<file path="src/rtl/mcu_pkg.sv">
// Shared opcodes, FSM states and flag bit positions for the accumulator MCU.
package mcu_pkg;

    localparam logic [3:0] OP_NOP = 4'h0;
    localparam logic [3:0] OP_HLT = 4'h1;
    localparam logic [3:0] OP_JMP = 4'h2;
    localparam logic [3:0] OP_JZ  = 4'h3;
    localparam logic [3:0] OP_JC  = 4'h4;
    localparam logic [3:0] OP_JS  = 4'h5;
    localparam logic [3:0] OP_JO  = 4'h6;
    localparam logic [3:0] OP_LDI = 4'h7;
    localparam logic [3:0] OP_LD  = 4'h8;
    localparam logic [3:0] OP_ST  = 4'h9;
    localparam logic [3:0] OP_ADD = 4'hA;
    localparam logic [3:0] OP_ADC = 4'hB;
    localparam logic [3:0] OP_SUB = 4'hC;
    localparam logic [3:0] OP_AND = 4'hD;
    localparam logic [3:0] OP_OR  = 4'hE;
    localparam logic [3:0] OP_XOR = 4'hF;

    // flags vector is {Z,C,S,O}
    localparam int FLG_Z = 3;
    localparam int FLG_C = 2;
    localparam int FLG_S = 1;
    localparam int FLG_O = 0;

    typedef enum logic [2:0] {
        ST_LOAD,
        ST_FETCH,
        ST_DECODE,
        ST_EXECUTE,
        ST_HALT
    } state_t;

    function automatic logic needs_dr(input logic [3:0] op);
        return (op == OP_LD) || (op >= OP_ADD);
    endfunction

endpackage

</file>
<file path="src/rtl/mcu_alu.sv">
// Combinational ALU: result and next {Z,C,S,O}; C/O pass through for loads.
module mcu_alu
    import mcu_pkg::*;
#(
    parameter int DW = 8
) (
    input  logic [3:0]    i_op,
    input  logic [DW-1:0] i_a,
    input  logic [DW-1:0] i_b,
    input  logic [3:0]    i_flags,
    output logic [DW-1:0] o_result,
    output logic [3:0]    o_flags
);
    logic          w_cin;
    logic [DW:0]   w_sum;
    logic [DW:0]   w_diff;

    always_comb begin
        w_cin    = (i_op == OP_ADC) ? i_flags[FLG_C] : 1'b0;
        w_sum    = {1'b0, i_a} + {1'b0, i_b} + {{DW{1'b0}}, w_cin};
        w_diff   = {1'b0, i_a} - {1'b0, i_b};
        o_result = i_b;
        o_flags  = i_flags;
        case (i_op)
            OP_ADD, OP_ADC: begin
                o_result       = w_sum[DW-1:0];
                o_flags[FLG_C] = w_sum[DW];
                o_flags[FLG_O] = (i_a[DW-1] == i_b[DW-1]) && (w_sum[DW-1] != i_a[DW-1]);
            end
            OP_SUB: begin
                // top bit of the widened difference is the borrow
                o_result       = w_diff[DW-1:0];
                o_flags[FLG_C] = w_diff[DW];
                o_flags[FLG_O] = (i_a[DW-1] != i_b[DW-1]) && (w_diff[DW-1] != i_a[DW-1]);
            end
            OP_AND, OP_OR, OP_XOR: begin
                o_result       = (i_op == OP_AND) ? (i_a & i_b) :
                                 (i_op == OP_OR)  ? (i_a | i_b) : (i_a ^ i_b);
                o_flags[FLG_C] = 1'b0;
                o_flags[FLG_O] = 1'b0;
            end
            default: ;
        endcase
        o_flags[FLG_Z] = (o_result == '0);
        o_flags[FLG_S] = o_result[DW-1];
    end

endmodule

</file>
<file path="src/rtl/accum_mcu_core.sv">
// Accumulator MCU: host loads program memory over valid/ready, then the core
// runs FETCH/DECODE/EXECUTE (3 cycles per instruction), stalled by run_en=0.
module accum_mcu_core
    import mcu_pkg::*;
#(
    parameter int  DW  = 8,
    parameter int  PAW = 8,
    parameter int  DAW = 4,
    localparam int IW  = DW + 4
) (
    input  logic           clk,
    input  logic           rst,
    input  logic           ld_valid,
    output logic           ld_ready,
    input  logic [PAW-1:0] ld_addr,
    input  logic [IW-1:0]  ld_data,
    input  logic           ld_last,
    input  logic           run_en,
    output logic           halted,
    output logic [PAW-1:0] pc,
    output logic [DW-1:0]  acc,
    output logic [3:0]     flags
);
    state_t         r_state;
    logic [PAW-1:0] r_pc;
    logic [DW-1:0]  r_acc;
    logic [3:0]     r_flags;
    logic [IW-1:0]  r_ir;
    logic [DW-1:0]  r_dr;
    logic           r_halted;

    logic [IW-1:0]  r_pm [2**PAW];
    logic [DW-1:0]  r_dm [2**DAW];

    logic [3:0]     w_op;
    logic [DW-1:0]  w_k;
    logic [DW-1:0]  w_alu_b;
    logic [DW-1:0]  w_alu_res;
    logic [3:0]     w_alu_flags;
    logic [PAW-1:0] w_pc_inc;
    logic           w_taken;

    assign w_op     = r_ir[IW-1:IW-4];
    assign w_k      = r_ir[DW-1:0];
    assign w_pc_inc = r_pc + PAW'(1);
    assign w_alu_b  = (w_op == OP_LDI) ? w_k : r_dr;

    always_comb begin
        case (w_op)
            OP_JZ:   w_taken = r_flags[FLG_Z];
            OP_JC:   w_taken = r_flags[FLG_C];
            OP_JS:   w_taken = r_flags[FLG_S];
            OP_JO:   w_taken = r_flags[FLG_O];
            default: w_taken = 1'b0;
        endcase
    end

    mcu_alu #(.DW(DW)) u_alu (
        .i_op     (w_op),
        .i_a      (r_acc),
        .i_b      (w_alu_b),
        .i_flags  (r_flags),
        .o_result (w_alu_res),
        .o_flags  (w_alu_flags)
    );

    always_ff @(posedge clk) begin
        if (!rst && r_state == ST_LOAD && ld_valid)
            r_pm[ld_addr] <= ld_data;
    end

    always_ff @(posedge clk) begin
        if (!rst && r_state == ST_EXECUTE && run_en && w_op == OP_ST)
            r_dm[w_k[DAW-1:0]] <= r_acc;
    end

    always_ff @(posedge clk) begin
        if (rst) begin
            r_state  <= ST_LOAD;
            r_pc     <= '0;
            r_acc    <= '0;
            r_flags  <= '0;
            r_ir     <= '0;
            r_dr     <= '0;
            r_halted <= 1'b0;
        end else begin
            case (r_state)
                ST_LOAD: begin
                    if (ld_valid && ld_last) begin
                        r_state <= ST_FETCH;
                        r_pc    <= '0;
                        r_acc   <= '0;
                        r_flags <= '0;
                    end
                end
                ST_FETCH: begin
                    if (run_en) begin
                        r_ir    <= r_pm[r_pc];
                        r_state <= ST_DECODE;
                    end
                end
                ST_DECODE: begin
                    if (run_en) begin
                        if (needs_dr(w_op))
                            r_dr <= r_dm[r_ir[DAW-1:0]];
                        r_state <= ST_EXECUTE;
                    end
                end
                ST_EXECUTE: begin
                    if (run_en) begin
                        r_state <= ST_FETCH;
                        r_pc    <= w_pc_inc;
                        case (w_op)
                            OP_NOP, OP_ST: ;
                            OP_HLT: begin
                                r_state  <= ST_HALT;
                                r_halted <= 1'b1;
                                r_pc     <= r_pc;
                            end
                            OP_JMP: r_pc <= w_k[PAW-1:0];
                            OP_JZ, OP_JC, OP_JS, OP_JO: begin
                                if (w_taken)
                                    r_pc <= w_k[PAW-1:0];
                            end
                            default: begin
                                r_acc   <= w_alu_res;
                                r_flags <= w_alu_flags;
                            end
                        endcase
                    end
                end
                default: ;
            endcase
        end
    end

    assign ld_ready = (r_state == ST_LOAD);
    assign halted   = r_halted;
    assign pc       = r_pc;
    assign acc      = r_acc;
    assign flags    = r_flags;

endmodule

</file>
<file path="config.mk">
export PLATFORM = sky130hd
export DESIGN_NAME = accum_mcu_core
export DESIGN_NICKNAME = d
export VERILOG_FILES = /design/src/rtl/mcu_pkg.sv /design/src/rtl/mcu_alu.sv /design/src/rtl/accum_mcu_core.sv
export SDC_FILE = /design/constraint.sdc
export NUM_CORES = 2
export LEC_CHECK = 0
export ABC_AREA = 1
export BUFFER_PORTS_ARGS = -buffer_cell sky130_fd_sc_hd__buf_2
export CAP_MARGIN = 25
export CORE_MARGIN = 1.5
export CORE_UTILIZATION = 57
export CTS_CLUSTER_DIAMETER = 30
export DETAILED_ROUTE_END_ITERATION = 8
export PLACE_DENSITY = 0.73
export SLEW_MARGIN = 20
export SYNTH_ARGS = -nofsm -noshare
export SYNTH_HDL_FRONTEND = slang
export SYNTH_SLANG_ARGS = --single-unit
</file>
<file path="constraint.sdc">
create_clock -name clk -period 3.7 [get_ports clk]
set_clock_uncertainty 0.15 [all_clocks]
set_input_delay 0.185 -clock clk [delete_from_list [all_inputs] [get_ports clk]]
set_output_delay 0.185 -clock clk [all_outputs]
set_load 0.05 [all_outputs]
</file>
# == Word level (Yosys, flattened, before mapping) ==
# Memory sizes are Yosys's and may differ from the RTL's. A register that Yosys moved wholly into a read port is not among the register bits.
# Cells that the tools add are included.
# classes
addsub,4
magnitude_cmp,1
eq_ne,29
n_mux,30
n_bitwise,3
reduce_logical,26
# ops
op,count
8-bit 2-to-1 mux,8
8-bit one-hot mux with 3 select lines,2
"4-bit equality test, second input constant",8
8-bit one-hot mux with 2 select lines,2
"4-bit by 3-bit equality test with 1-bit output, second input constant",4
3-bit 2-to-1 mux,5
4-bit 2-to-1 mux,3
3-bit one-hot mux with 4 select lines,1
"2-bit inequality test, second input constant",5
5-bit AND reduction,2
8-bit by 8-bit adder with 9-bit output,1
9-bit by 1-bit adder with 9-bit output,1
8-bit by 8-bit subtractor with 9-bit output,1
"8-bit by 1-bit adder with 8-bit output, second input constant",1
8-bit AND,1
"4-bit by 2-bit equality test with 1-bit output, second input constant",2
1-bit logical AND,8
8-bit zero test,1
8-bit bitwise OR,1
4-bit one-hot mux with 2 select lines,1
4-bit AND reduction,2
8-bit OR reduction,1
8-bit XOR,1
"3-bit by 2-bit equality test with 1-bit output, second input constant",2
other kinds (21),29
# word_totals
register_bits,24
ram_bits,3200
input_bits,25
out_inout_bits,22
wordCells,101
memories,2
# memory_table
memory,depth,width,read_ports,rd_ports_with_merged_regs,write_ports,line,source
r_pm,256,12,1,1,1,accum_mcu_core.sv:32,logic [IW-1:0] r_pm [2**PAW];
r_dm,16,8,1,1,1,accum_mcu_core.sv:33,logic [DW-1:0] r_dm [2**DAW];

# == Logic depth before layout (Yosys ltp) ==
# logic_depth
word_depth,10
mapped_depth,22
mapped_depth_nobuf,20

# == Modules after synthesis ==
# Synthesis repeated with hierarchy kept, for this count alone.
# hier_totals
cells_unflattened,11306
area_unflattened_um2,133051.4
# by_module_without_submodules
mod,instances,cells_per_inst,area_each_um2
accum_mcu_core,1,11027,131539.9
mcu_alu,1,279,1511.4

# == Worst setup path before layout ==
# OpenSTA, ideal clock, no wires.
# synth_timing
path_type,register -> register
start,"reg r_acc[0], in the netlist acc[0]"
end,"reg r_flags[3], in the netlist flags[3]"
setup_ns,0.070
arrival_time_ns,2.724
path_slack_ns,0.755
stages_incl_launch_ff,14
path_buffers,0
path_cell_list,dfxtp_1 inv_1 fa_1 inv_1 fa_1 nand2_1 nand2_1 a21oi_1 nand2_1 o21ai_0 nand3_1 nor2_1 nand3b_1 a21oi_1
# synth_between
elab_chain_len,8
# synth_lines
element,line,source
from (decl),accum_mcu_core.sv:26,logic [DW-1:0] r_acc;
from (signal assigned),accum_mcu_core.sv:126,r_acc <= w_alu_res;
branches (longest 3 deep; another with 8-bit by 8-bit adder with 9-bit output),--,
8-bit one-hot mux with 3 select lines (*),mcu_alu.sv:24,case (i_op)
8-bit zero test (*),mcu_alu.sv:44,o_flags[FLG_Z] = (o_result == '0);
4-bit 2-to-1 mux (*),accum_mcu_core.sv:113,case (w_op)
4-bit 2-to-1 mux (*),accum_mcu_core.sv:110,if (run_en) begin
4-bit one-hot mux with 2 select lines (*),accum_mcu_core.sv:87,case (r_state)
to (signal assigned),accum_mcu_core.sv:127,r_flags <= w_alu_flags;
to (decl),accum_mcu_core.sv:27,logic [3:0] r_flags;
# Mark *: on every way between the ends. The select of a mux whose other input is x is not followed.
# A chain may end at the register's enable or synchronous reset.

==> results.cfg <==
[run_status]
status = completed

[setup_path]
worstSetupStartpointType = flip-flop
end_kind = flip-flop
cp.required_ns = 4.45
critical-path-max-stage-delay_ns = 0.68
crit_slowest_cell = dfxtp_4
path_max_fanout = 67
critPathKind = flip-flop to flip-flop
crit_arrival_ns = 4.42
path_common_cell = nand3_1
crit_chain = buf_4 -> buf_12 -> nand2_1 -> nand2_1 -> nand2_1 -> nand3_1 -> nand3_1 -> nand3_1 -> nand3_1 -> nand3_1 -> nand3_1 -> nand3_1 -> nand2_1 -> inv_1

[placed_design]
numPortBuffers = 46
hpwlAfterDp_um = 214000
gp_congestion = 0.952
place_area_mm2 = 0.141

[power_and_ir_drop]
p_per_area_mw_per_mm2 = 608
vdd_drop_max_mv = 0.370
p_leak_uw = 0.0594

[yosys]
synth_top_family_by_area = simple AND/OR/NAND/NOR gates
ys_seq_area_share_pct = 72.3
async_reset_ff_share_pct = 0
synth_top_area_share_pct = 71.6
synthMuxAreaShare_pct = 0
synth_most_common_cell = edfxtp_1
yosys.area_share.simple_pct = 20.5
synth_common_cells = 3200 x edfxtp_1, 2872 x nand2_1, 2568 x nand3_1
ys.flop_type = edfxtp_1
synth-xor-area-share_pct = 0.0588
synth_nets = 11700
synth_cells = 11600
synth_seq_cells = 3243
synth_compound_area_share_pct = 2.55
ys_top_cells_by_area = edfxtp_1 72%, nand3_1 9.6%, nand2_1 8.0%
yosysWarningCount = 0
syn_area_per_cell_um2 = 11.5
synth_area_mm2 = 0.134
synthAdderAreaFrac_pct = 0.278
synthDistinctLibCells = 42
synth_edf_count = 3200
yosys.area.top_type = edfxtp_1

[clock_tree]
path_clk_slew_ns = 0.05
insertion_delay_ns = 1.01
clock_sinks = 3243
cts_tree = built
clk_path_buf_depth = 4
clockRootBuffer = clkbuf_16
cts-htree-levels = 6
post-cts-setup-buffers = 0
numCtsBuffers = 577

[global_route]
grt_usage_pct = 32.0
grt_max_degree = 171
grt_pass1_vias = 92700
grt_pass1_wl_um = 570000
gr-total-overflow = 0
antenna_found_initial = 11

[timing]
relSlewSlack_pct = 16.8
tightestPinTransition_ns = 1.25
slew_viol_final = 0
fin_crit_sh_pct = 99.0
grt_setup_unrepaired = false
setup_violations = 0
fin_setup_tns_ns = 0
hold_viol_final = 0
whs_ns = 0.108
min_period_ns = 3.66
max_freq_ghz = 0.273

[finish]
final_nets = 12200
fillers = 15400
drive_gt1_share_pct = 13.1
area_growth_pct = 19.3
postLayoutCellArea_mm2 = 0.160

[floorplan]
ios = 47
fp.coreArea_mm2 = 0.233
initial_core_util_pct = 57.5
chipHeight_um = 488
dieArea_mm2 = 0.238
die_w_um = 488
rows = 177

[drt]
drt_iter0_drc = 13600
drtAntennaViolNets = 0
first_pass_iters = 7
drc = 0
wl_um = 385000
via_per_inst = 6.07
drt-wirelength-per-cell_um = 24.5
vias = 95500

[run]
drv_cap = 0

[min_path]
holdCritPathClass = input port to flip-flop
-- cell usage in the layout (no fill, tap or decap), types with 29 or more instances in the layout --
cell type	count
a21oi_1	74
a22oi_1	48
buf_12	83
buf_2	34
buf_4	500
bufinv_16	70
clkbuf_1	56
clkbuf_16	590
clkinv_1	99
clkinv_2	78
clkinvlp_4	52
dfxtp_1	37
dlygate4sd3_1	29
edfxtp_1	3200
inv_1	650
inv_6	35
nand2_1	2857
nand3_1	2568
nor2_1	804
o211ai_1	141
o21ai_0	253
o21ai_1	35
or2_2	102
-- layout make-up --
class | count | area (um^2) | area share, %
Sequential cell | 3243 | 97000 | 60.6
Multi-Input combinational cell | 6999 | 31500 | 19.7
Clock buffer | 649 | 15000 | 9.38
Timing Repair Buffer | 659 | 6080 | 3.80
Clock inverter | 373 | 4080 | 2.55
Tap cell | 3132 | 3920 | 2.45
Inverter | 662 | 2520 | 1.58
Antenna cell | 7 | 17.5 | 0.0109
-- power breakdown --
part / internal, uW / switching [uW]
combinational: 1230 / 3750
sequential: 40500 / 72.3
clock: 34100 / 17800
-- routing by layer --
layer | wire, um | up-vias | GRT usage, % | share of wire (%)
li1 | - | 41900 | - | -
met4 | 20800 | 10 | 17.1 | 5.4
met2 | 179000 | 6582 | 49.7 | 46
met5 | 71 | - | 0 | 0.018
met3 | 47600 | 1071 | 8.21 | 12
met1 | 138000 | 45900 | 41.6 | 36
-- final timing paths --
check	from	to	slack (ns)	cells after the start
worst min register to register	r_state[2]$_SDFFE_PP0P_	r_state[2]$_SDFFE_PP0P_	0.36	2
worst min-delay path	ld_data[5]	r_pm[255][5]$_DFFE_PP_	0.11	2
worst max-delay path	pc[0]$_SDFFE_PP0P_	r_ir[11]$_SDFFE_PP0P_	0.04	14
worst max register to register	pc[0]$_SDFFE_PP0P_	r_ir[11]$_SDFFE_PP0P_	0.04	14
-- worst max-delay path, delay by kind of cell (launching register included) --
family / cells / cell delay (ns)
buffers and inverters: 3 / 0.86
DFF: 1 / 0.68
and+or+nand+nor: 11 / 1.83
-- registers in the layout, indices dropped and copies added, names as in the netlist --
register  cells
r_state       3
acc           7
r_dr          8
r_ir         12
r_pm       3072
flags         4
pc            8
r_dm        128
halted        1
-- cell families (layout without fill, tap and decap cells) --
logic type      Yosys count  in the layout
xor+xnor                  9              9
other cells               0              7
flops                  3243           3243
buf+inv                1396           2343
simple gates           6388           6388
compound gates          574            574
fa+ha+maj                28             28
-- timing repair --
action | 4_1_cts | 5_1_grt
hold buffers | 29 | 0
setup endpoints to repair | 0 | 10
gates resized for setup | 0 | 4
endpoints found under the hold margin | 2998 | 0
-- per-stage QoR --
step / instances / utilization [%] / setup WS, ns / total power (uW)
after CTS: 15700 / 68.6 / 0.159 / 97500
after global routing: 15700 / 68.6 / 0.0365 / 99700
after floorplan: 11600 / - / 0.755 / 44000
after global placement: 14700 / 60.3 / 0.0840 / 45900
after detailed placement: 14700 / 60.3 / 0.176 / 46000
final: 15700 / 68.6 / 0.0359 / 97400
Power figures use the tool's default switching activity.
